**src/rtl/ping_pong_ctrl_n.sv**
```systemverilog
// North ping-pong buffer controller: fills one bank from a valid/ready stream
// while streaming the other, full bank to the systolic array slice by slice.
//
// Read FSM states:
//   state  | meaning
//   R_IDLE | waiting for bank_full[rd_bank]
//   R_RUN  | issuing one read per sa_ready cycle from rd_bank
module ping_pong_ctrl_n #(
    parameter int ADDR_WIDTH    = 8,
    parameter int TOTAL_DEPTH   = 12,
    parameter int TOTAL_MODULES = 4
) (
    input  logic                             clk,
    input  logic                             rst_n,
    input  logic                             in_valid,
    output logic                             in_ready,
    input  logic                             sa_ready,
    output logic [$clog2(TOTAL_MODULES)-1:0] slicing_idx,
    output logic                             out_valid,
    output logic                             out_bank,
    output logic                             frame_done,
    output logic [1:0]                       bank_full,
    output logic                             bank0_ena,
    output logic                             bank1_ena,
    output logic                             bank0_wea,
    output logic                             bank1_wea,
    output logic [ADDR_WIDTH-1:0]            bank0_addra,
    output logic [ADDR_WIDTH-1:0]            bank1_addra
);

    localparam int SW = $clog2(TOTAL_MODULES);
    localparam logic [ADDR_WIDTH-1:0] ADDR_LAST  = ADDR_WIDTH'(TOTAL_DEPTH - 1);
    localparam logic [SW-1:0]         SLICE_LAST = SW'(TOTAL_MODULES - 1);

    typedef enum logic {
        R_IDLE,
        R_RUN
    } r_state_t;

    r_state_t              r_state;
    logic                  wr_bank;
    logic                  rd_bank;
    logic [ADDR_WIDTH-1:0] wr_addr;
    logic [ADDR_WIDTH-1:0] rd_addr;
    logic [SW-1:0]         slice_cnt;

    logic       wr_fire;
    logic       rd_issue;
    logic       wr_last;
    logic       rd_last;
    logic [1:0] full_set;
    logic [1:0] full_clr;

    assign in_ready = rst_n & ~bank_full[wr_bank];
    assign wr_fire  = in_valid & in_ready;
    // Issues are suppressed during reset so the bank sees no stray read.
    assign rd_issue = rst_n & (r_state == R_RUN) & sa_ready;
    assign wr_last  = wr_fire & (wr_addr == ADDR_LAST);
    assign rd_last  = rd_issue & (rd_addr == ADDR_LAST) & (slice_cnt == SLICE_LAST);

    always_comb begin
        full_set = 2'b00;
        full_clr = 2'b00;
        if (wr_last) full_set[wr_bank] = 1'b1;
        if (rd_last) full_clr[rd_bank] = 1'b1;
    end

    // The write bank is never full and the read bank always is, so at most
    // one side drives each bank in any cycle.
    always_comb begin
        bank0_ena   = 1'b0;
        bank0_wea   = 1'b0;
        bank0_addra = '0;
        bank1_ena   = 1'b0;
        bank1_wea   = 1'b0;
        bank1_addra = '0;
        if (wr_fire) begin
            if (wr_bank == 1'b0) begin
                bank0_ena   = 1'b1;
                bank0_wea   = 1'b1;
                bank0_addra = wr_addr;
            end else begin
                bank1_ena   = 1'b1;
                bank1_wea   = 1'b1;
                bank1_addra = wr_addr;
            end
        end
        if (rd_issue) begin
            if (rd_bank == 1'b0) begin
                bank0_ena   = 1'b1;
                bank0_addra = rd_addr;
            end else begin
                bank1_ena   = 1'b1;
                bank1_addra = rd_addr;
            end
        end
    end

    always_ff @(posedge clk) begin
        if (!rst_n) begin
            wr_bank     <= 1'b0;
            wr_addr     <= '0;
            bank_full   <= 2'b00;
        end else begin
            bank_full <= (bank_full | full_set) & ~full_clr;
            if (wr_fire) begin
                if (wr_last) begin
                    wr_addr <= '0;
                    wr_bank <= ~wr_bank;
                end else begin
                    wr_addr <= wr_addr + ADDR_WIDTH'(1);
                end
            end
        end
    end

    always_ff @(posedge clk) begin
        if (!rst_n) begin
            r_state     <= R_IDLE;
            rd_bank     <= 1'b0;
            rd_addr     <= '0;
            slice_cnt   <= '0;
            out_valid   <= 1'b0;
            slicing_idx <= '0;
            out_bank    <= 1'b0;
            frame_done  <= 1'b0;
        end else begin
            out_valid  <= rd_issue;
            frame_done <= rd_last;
            if (rd_issue) begin
                slicing_idx <= slice_cnt;
                out_bank    <= rd_bank;
            end
            case (r_state)
                R_IDLE: begin
                    if (bank_full[rd_bank]) r_state <= R_RUN;
                end
                R_RUN: begin
                    if (rd_issue) begin
                        if (rd_last) begin
                            slice_cnt <= '0;
                            rd_addr   <= '0;
                            rd_bank   <= ~rd_bank;
                            r_state   <= R_IDLE;
                        end else if (slice_cnt == SLICE_LAST) begin
                            slice_cnt <= '0;
                            rd_addr   <= rd_addr + ADDR_WIDTH'(1);
                        end else begin
                            slice_cnt <= slice_cnt + SW'(1);
                        end
                    end
                end
                default: r_state <= R_IDLE;
            endcase
        end
    end

endmodule

```
**config.mk**
```make
export PLATFORM = sky130hd
export DESIGN_NAME = ping_pong_ctrl_n
export DESIGN_NICKNAME = d
export VERILOG_FILES = /design/src/rtl/ping_pong_ctrl_n.sv
export SDC_FILE = /design/constraint.sdc
export NUM_CORES = 1
export LEC_CHECK = 0
export BUFFER_PORTS_ARGS = -buffer_cell sky130_fd_sc_hd__buf_2
export CORE_ASPECT_RATIO = 1.4
export CORE_MARGIN = 2
export CORE_UTILIZATION = 48
export DETAILED_ROUTE_END_ITERATION = 12
export PLACE_DENSITY = 0.7
export SLEW_MARGIN = 15
export SYNTH_ARGS = -nofsm -noshare
export SYNTH_HDL_FRONTEND = slang
export SYNTH_SLANG_ARGS = --single-unit
```
**constraint.sdc**
```tcl
create_clock -name clk -period 2.1 [get_ports clk]
set_input_delay 0.42 -clock clk [delete_from_list [all_inputs] [get_ports clk]]
set_output_delay 0.42 -clock clk [all_outputs]
set_load 0.02 [all_outputs]
```
# Word level (Yosys, flattened, before mapping)
# Cells that the tools add are included.
# word_totals
output_inout_bits	28
wordCells	77
register_bits	28
input_bits	4
# classes
order_cmp	4
n_eq_ne	3
n_mux	35
bitwise	14
n_reduce_logical	7
addsub	3
# op_table
operator	n
2-to-1 mux 8 bit	11
2-to-1 mux 1 bit	17
adder 8 x 1 -> 8 bit, second input constant	2
equality test 8 x 4 -> 1 bit, second input constant	2
2-to-1 mux 2 bit	4
bitwise AND 1 bit	7
AND reduction 3 bit	2
less-than comparator 1 x 2 -> 1 bit, second input constant	2
NOT 1 bit	4
AND reduction 2 bit	2
adder 2 x 1 -> 2 bit, second input constant	1
bitwise AND 2 bit	1
demux 1 bit (select 1 bit)	2
equality test 2 bit, second input constant	1
>= comparator 1 bit, second input constant	2
logical AND 1 bit	2
NOT 2 bit	1
bitwise OR 2 bit	1
case mux 1 bit (2 select lines)	1
nonzero test 2 bit	1

# Longest topological paths before layout
# Gate-level depths: netlist of the first run.
# depth
word_depth	9
ltp_mapped	6
depth_no_buf	5

# Worst setup path before layout of the first run
# Ideal clock, no wire load.
# synth_timing
path_type	in2out
start	input in_valid
end	output bank0_addra[0]
cell_stages	5
path_slack_ps	38
required_ps	1680
n_path_buf	1
arrival_time_ps	1642
cell_sequence	nand2_1 -> nor3_1 -> clkbuf_1 -> nand2_1 -> o21ai_0
# synth_via
elab_chain_len	4
# synth_rtl
item	line	text
from (decl)	15	input logic in_valid,
bitwise AND 1 bit (*)	55	assign wr_fire = in_valid & in_ready;
2-to-1 mux 8 bit (*)	77	if (wr_fire) begin
2-to-1 mux 8 bit	89	if (rd_bank == 1'b0) begin
2-to-1 mux 8 bit (*)	88	if (rd_issue) begin
to (decl)	27	output logic [ADDR_WIDTH-1:0] bank0_addra,
# Mark *: on every way between the ends. The rest lies on a longest branch, timed or not.

# Worst setup path in the final report of the first run
# layout_timing
start	register wr_bank
end	output bank0_addra[1]
# layout_via
elab_chain_len	8
word_cells_on_any_way	9
cone_classes	mux: 6; bitwise: 3
# layout_rtl
item	line	text
from (decl)	41	logic wr_bank;
from (signal assigned)	109	wr_bank <= ~wr_bank;
2-to-1 mux 1 bit (not written as such) (2 in series)	54	assign in_ready = rst_n & ~bank_full[wr_bank];
NOT 1 bit	54	
bitwise AND 1 bit	54	
bitwise AND 1 bit	55	
2-to-1 mux 8 bit (*)	77	
2-to-1 mux 8 bit	89	
2-to-1 mux 8 bit (*)	88	
# Mark *: on every way between the ends. The rest lies on a longest branch, timed or not. The select of a mux whose other input is x is not followed.

==> results.txt, run 1 <==
# rows: 23
Cell count after synthesis: 201
DR iter-0 viols: 34
Met3 usage: 0.0259
Yosys Warn Count: 0
Async S/R FF share, synth: 0
FMAX: 505 MHz
Avg Synthesized Cell Area: 7.33 um^2
Port bufs: 31
Register area share after synthesis: 0.380
GPL Wtd Cong: 0.825
Synth Register Bits: 28
Vias post-DR: 1,480
Area grow syn2layout: 23.5%
Post-Syn Area: 1470 um^2
NumNets Final: 250
Unique masters post-synth: 31
Crit path cell chain: nor3_1 -> buf_4 -> nand2_1 -> o21ai_0 -> buf_2
Outcome: completed
HPWL after detailed placement: 2900 um
Vias in the first global route: 1,383
GR Layer Usage met2: 0.414
Clock net sink count: 28
Most frequent cells in the layout: nand2_1 (49), buf_2 (31), dfxtp_1 (28), nor2_1 (21), nand3_1 (18)
Placed Area: 1740 um^2
CTS buffer count: 3
Kind of critical path: flip-flop to output port
Hold Path Class: input pin to flip-flop
Setup TNS: 0 ns
Post-synth EDFFs: 0
Commonest non-fill, non-tap cell in the layout: nand2_1
Required time of the critical path: 1.68 ns
Max Slew Vio Count: 0
DR DRC count: 0
Unrepaired setup endpoints after global routing: no
Inserted Diodes: 0
Crit path buf inv count: 2
Die height: 69.6 um
Slew margin rel.: 0.696
Routed vias/inst: 5.32
Worst-path cell with the longest stage delay: dfxtp_1
Primary FF master, synth: dfxtp_1
Pleak: 0.784 nW
Max_cap viols: 0
Die W: 50.8 um
Design Area, Final: 1820 um^2
Final Power: 0.00101 W
Fin crit period: 1.98 ns
First-pass GRT wire length: 6240 um
Routed Antenna Nets: 0
Max FO, Critical Path: 11
Initial antenna violation count: 0
Layout Skew: 0.0167 ns
CTS tree: yes
Tot GR Track Use: 0.223
Reg clk slew, reported paths: 0.11 ns
Largest net degree at the start of global routing: 18
Startpoint types: flip-flop
Peak supply drop: 0.000385 V
Syn_nets: 209
DRT Pass-1 Iters: 4
Maximum clock insertion buffer count: 2
CP peak stage delay: 0.38 ns
Root buf cell: clkbuf_8
Htree depth: 1
Final hold viol count: 0
Clk_lat worst skew: 0.28 ns
Crit path DAT: 1.56 ns
Final WL: 3760 um
Layout cells sized above 1: 0.232
Wirelength per Cell: 13.5 um
Least-Margin Pin Slew: 0.453 ns
Total grt overflow: 0
M1 GR Usage: 0.261
Pwr per Cell Area: 556 nW/um^2
Dpl cells: 274
Crit. End Element: output port
Die area: 3540 um^2
Initial core utilization: 0.507
Final Instance Count excl. Fillers: 278
Largest delay contributor family on the critical path: buffers and inverters
Core Area: 2910 um^2
Gr busiest metal: met2
Final period util: 0.944
Top-Level Pins: 32
Setup Viol. Count Final: 0
-- flip-flops by register name, summed over array words and instances, names as in the netlist --
| register | count |
|---|---|
| out_bank | 1 |
| slicing_idx | 2 |
| bank_full | 2 |
| out_valid | 1 |
| frame_done | 1 |
| rd_bank | 1 |
| slice_cnt | 2 |
| rd_addr | 8 |
| wr_bank | 1 |
| wr_addr | 8 |
| r_state | 1 |
-- metal layers --
metal  routed length, um  share of wire
met2                1990           0.53
met4                  53          0.014
met1                1560           0.41
met3                 153          0.041
met5                   0              0
-- final cells by class --
| type | instances | area (um^2) |
|---|---|---|
| Multi-Input combinational cell | 162 | 878 |
| Clock buffer | 3 | 41.3 |
| Inverter | 4 | 15.0 |
| Timing Repair Buffer | 43 | 249 |
| Sequential cell | 28 | 561 |
| Tap cell | 37 | 46.3 |
| Clock inverter | 1 | 30.0 |
| Fill cell | 288 | 1090 |
-- worst paths after layout --
kind,endpoint,cells after the start,slack (ns),from
setup / recovery,bank0_addra[1],5,0.12,wr_bank
hold / removal,slice_cnt[1],3,0.45,rst_n
setup reg to reg,rd_addr[5],4,0.23,rd_addr[2]
hold reg to reg,slicing_idx[1],2,0.47,slicing_idx[1]
-- what timing repair did --
item | in CTS | in global routing
setup endpoints to repair | 0 | 9
gates resized for setup | 0 | 3
buffers inserted | 0 | 0
hold buffers | 0 | 0
-- cell usage after synthesis, drive strengths merged, types with 4 or more instances --
library cell | instances | area, um^2
xnor2 | 11 | 96.3
nand4 | 5 | 31.3
o21ai | 12 | 60.1
a21oi | 8 | 40.0
nor4 | 4 | 25.0
clkbuf | 6 | 22.5
ha | 4 | 50.1
dfxtp | 28 | 561
nand3 | 19 | 95.1
nand2 | 50 | 188
nor3 | 10 | 50.1
nor2 | 21 | 78.8
-- tightest hold or removal path: cells and delay by family --
| family | cells | cell delay [ns] |
|---|---|---|
| buffers and inverters | 1 | 0.14 |
| AND/OR/NAND/NOR | 2 | 0.13 |
-- logic make-up (layout without fill, tap and decap cells) --
| logic type | count (synthesis) | count (layout) | share of synthesized area |
|---|---|---|---|
| AOI/OAI and AO/OA | 22 | 22 | 0.0806 |
| xor gates and xnor gates | 14 | 14 | 0.0832 |
| adders and majority gates | 4 | 4 | 0.0340 |
| buffers and inverters | 11 | 51 | 0.0289 |
| DFF | 28 | 28 | 0.380 |
| muxes | 2 | 2 | 0.0144 |
| and+or+nand+nor | 120 | 120 | 0.379 |
-- per-stage QoR --
step / setup WS, ns / hold WS [ns] / util
global placement: 0.220 / 0.440 / 0.598
global route: 0.0263 / 0.468 / 0.626
floorplan: 0.0384 / 0.451 / -
CTS: 0.0985 / 0.449 / 0.622
finish: 0.118 / 0.449 / 0.626
detailed placement: 0.189 / 0.456 / 0.598
-- power breakdown --
part	internal (W)	leakage, nW	switching [W]	total (W)
sequential	0.000534	0.226	0.00000518	0.000539
clock	0.000255	0.0357	0.000172	0.000427
combinational	0.0000163	0.523	0.0000300	0.0000463
(Power assumes the default switching activity.)
==> run 2: changes to the inputs <==
- RECOVER_POWER: not set -> 100
==> run 2 against run 1 <==
Compared with the run above:
- die area did not move
- critical path depth did not move
- setup slack improved by 0.016 ns
- largest power group unchanged
- critical path type unchanged
- worst hold slack improved by 0.0021 ns
- final cell count did not move
- count of clock-buffer cells in the layout did not move
- core utilization fell by 0.99 points
==> results.txt, run 2 (synthesis gave the netlist of run 1 again) <==
Core Area: 2910 um^2
FMAX: 509 MHz
Max_cap viols: 0
Placed Area: 1740 um^2
Kind of critical path: flip-flop to output port
Commonest non-fill, non-tap cell in the layout: nand2_1
Crit path buf inv count: 2
Final WL: 3730 um
Hold slack: 0.451 ns
GPL Wtd Cong: 0.825
Unrepaired setup endpoints after global routing: no
Max Slew Vio Count: 0
CTS tree: yes
M1 GR Usage: 0.261
Largest regs: rd_addr x8, wr_addr x8
Fin crit period: 1.97 ns
Largest net degree at the start of global routing: 18
HPWL after detailed placement: 2900 um
Reg clk slew, reported paths: 0.10 ns
Required time of the critical path: 1.68 ns
Htree depth: 1
Met3 usage: 0.0259
Critical path origin: wr_bank
Maximum clock insertion buffer count: 2
DR DRC count: 0
Crit path DAT: 1.55 ns
Vias post-DR: 1,464
Crit. End Element: output port
Initial core utilization: 0.507
Die W: 50.8 um
Clock net sink count: 28
Largest delay contributor family on the critical path: buffers and inverters
Crit path cell chain: nor3_1 -> buf_4 -> nand2_1 -> o21ai_0 -> buf_2
Inserted Diodes: 0
Area grow syn2layout: 21.6%
Layout Skew: 0.0141 ns
Layout cells sized above 1: 0.170
Design Area, Final: 1790 um^2
Clk_lat worst skew: 0.28 ns
Die height: 69.6 um
DRT Pass-1 Iters: 4
Pwr per Cell Area: 563 nW/um^2
Vias in the first global route: 1,383
Reg2reg start: wr_addr[7]
Tot GR Track Use: 0.223
Port bufs: 31
Pleak: 0.725 nW
# rows: 23
Final Power: 0.00101 W
Wirelength per Cell: 13.4 um
Gr busiest metal: met2
Final period util: 0.936
Die area: 3540 um^2
Routed Antenna Nets: 0
Setup TNS: 0 ns
Startpoint types: flip-flop
Most frequent cells in the layout: nand2_1 (50), dfxtp_1 (28), nor2_1 (21), nand3_1 (18), clkbuf_2 (15)
Setup Viol. Count Final: 0
First-pass GRT wire length: 6240 um
NumNets Final: 250
Outcome: completed
Hold Path Class: input pin to flip-flop
Max FO, Critical Path: 11
Slew margin rel.: 0.695
Top-Level Pins: 32
Root buf cell: clkbuf_8
Peak supply drop: 0.000386 V
GR Layer Usage met2: 0.414
Worst-path cell with the longest stage delay: dfxtp_1
Least-Margin Pin Slew: 0.455 ns
CTS buffer count: 3
DR iter-0 viols: 43
Hold path startpoint: rst_n
Initial antenna violation count: 0
Final hold viol count: 0
Total grt overflow: 0
CP peak stage delay: 0.38 ns
Routed vias/inst: 5.27
run 2: changes by cell type in the layout (fill, tap and decap cells not counted):
cell,delta
and4bb_1,+1
and4bb_2,-1
buf_2,-23
buf_4,-3
clkbuf_1,+11
clkbuf_2,+15
mux2_1,+1
mux2_2,-1
nand2_1,+1
nand2_2,-1
o21ai_0,+1
o21ai_1,-1
or3_1,+1
or3_4,-1
run 2: through the flow:
stage                     utilization  worst slack (ns)  instances
after floorplan                     -            0.0384        201
after global placement          0.598             0.220        274
after detailed placement        0.598             0.189        274
after CTS                       0.622            0.0985        278
after global routing            0.616            0.0252        278
final                           0.616             0.134        278
run 2: report_power, final:
group          leakage, nW  internal (W)  switching [W]  total (W)
clock network       0.0357      0.000255       0.000169   0.000424
logic                0.464     0.0000154      0.0000295  0.0000449
registers            0.226      0.000534     0.00000517   0.000539
run 2: path summary, 6_finish.rpt:
| kind | slack (ns) | endpoint | cells after the start |
|---|---|---|---|
| max | 0.13 | bank0_addra[0] | 5 |
| min | 0.45 | slice_cnt[1] | 3 |
| max reg2reg | 0.18 | wr_addr[2] | 5 |
| min reg2reg | 0.47 | slicing_idx[1] | 2 |
run 2: tightest hold or removal path: stages:
cell	delay (ns)
buf_2	0.14
nand3_1	0.08
nand2_1	0.05
run 2: layout make-up:
cell class | instances | area [um^2]
Clock inverter | 1 | 30.0
Inverter | 4 | 15.0
Sequential cell | 28 | 561
Clock buffer | 3 | 41.3
Fill cell | 301 | 1110
Timing Repair Buffer | 43 | 228
Tap cell | 37 | 46.3
Multi-Input combinational cell | 162 | 871
run 2: layer usage:
layer	vias to the layer above	share of wire
met2	33	0.53
met4	0	0.011
met5	-	0
met1	666	0.42
met3	4	0.039
li1	761	-
run 2: timing repair:
| item | in CTS | in global routing |
|---|---|---|
| endpoints found under the setup margin | 0 | 9 |
| resized for setup | 0 | 3 |
| setup buffers | 0 | 0 |
| hold buffers | 0 | 0 |
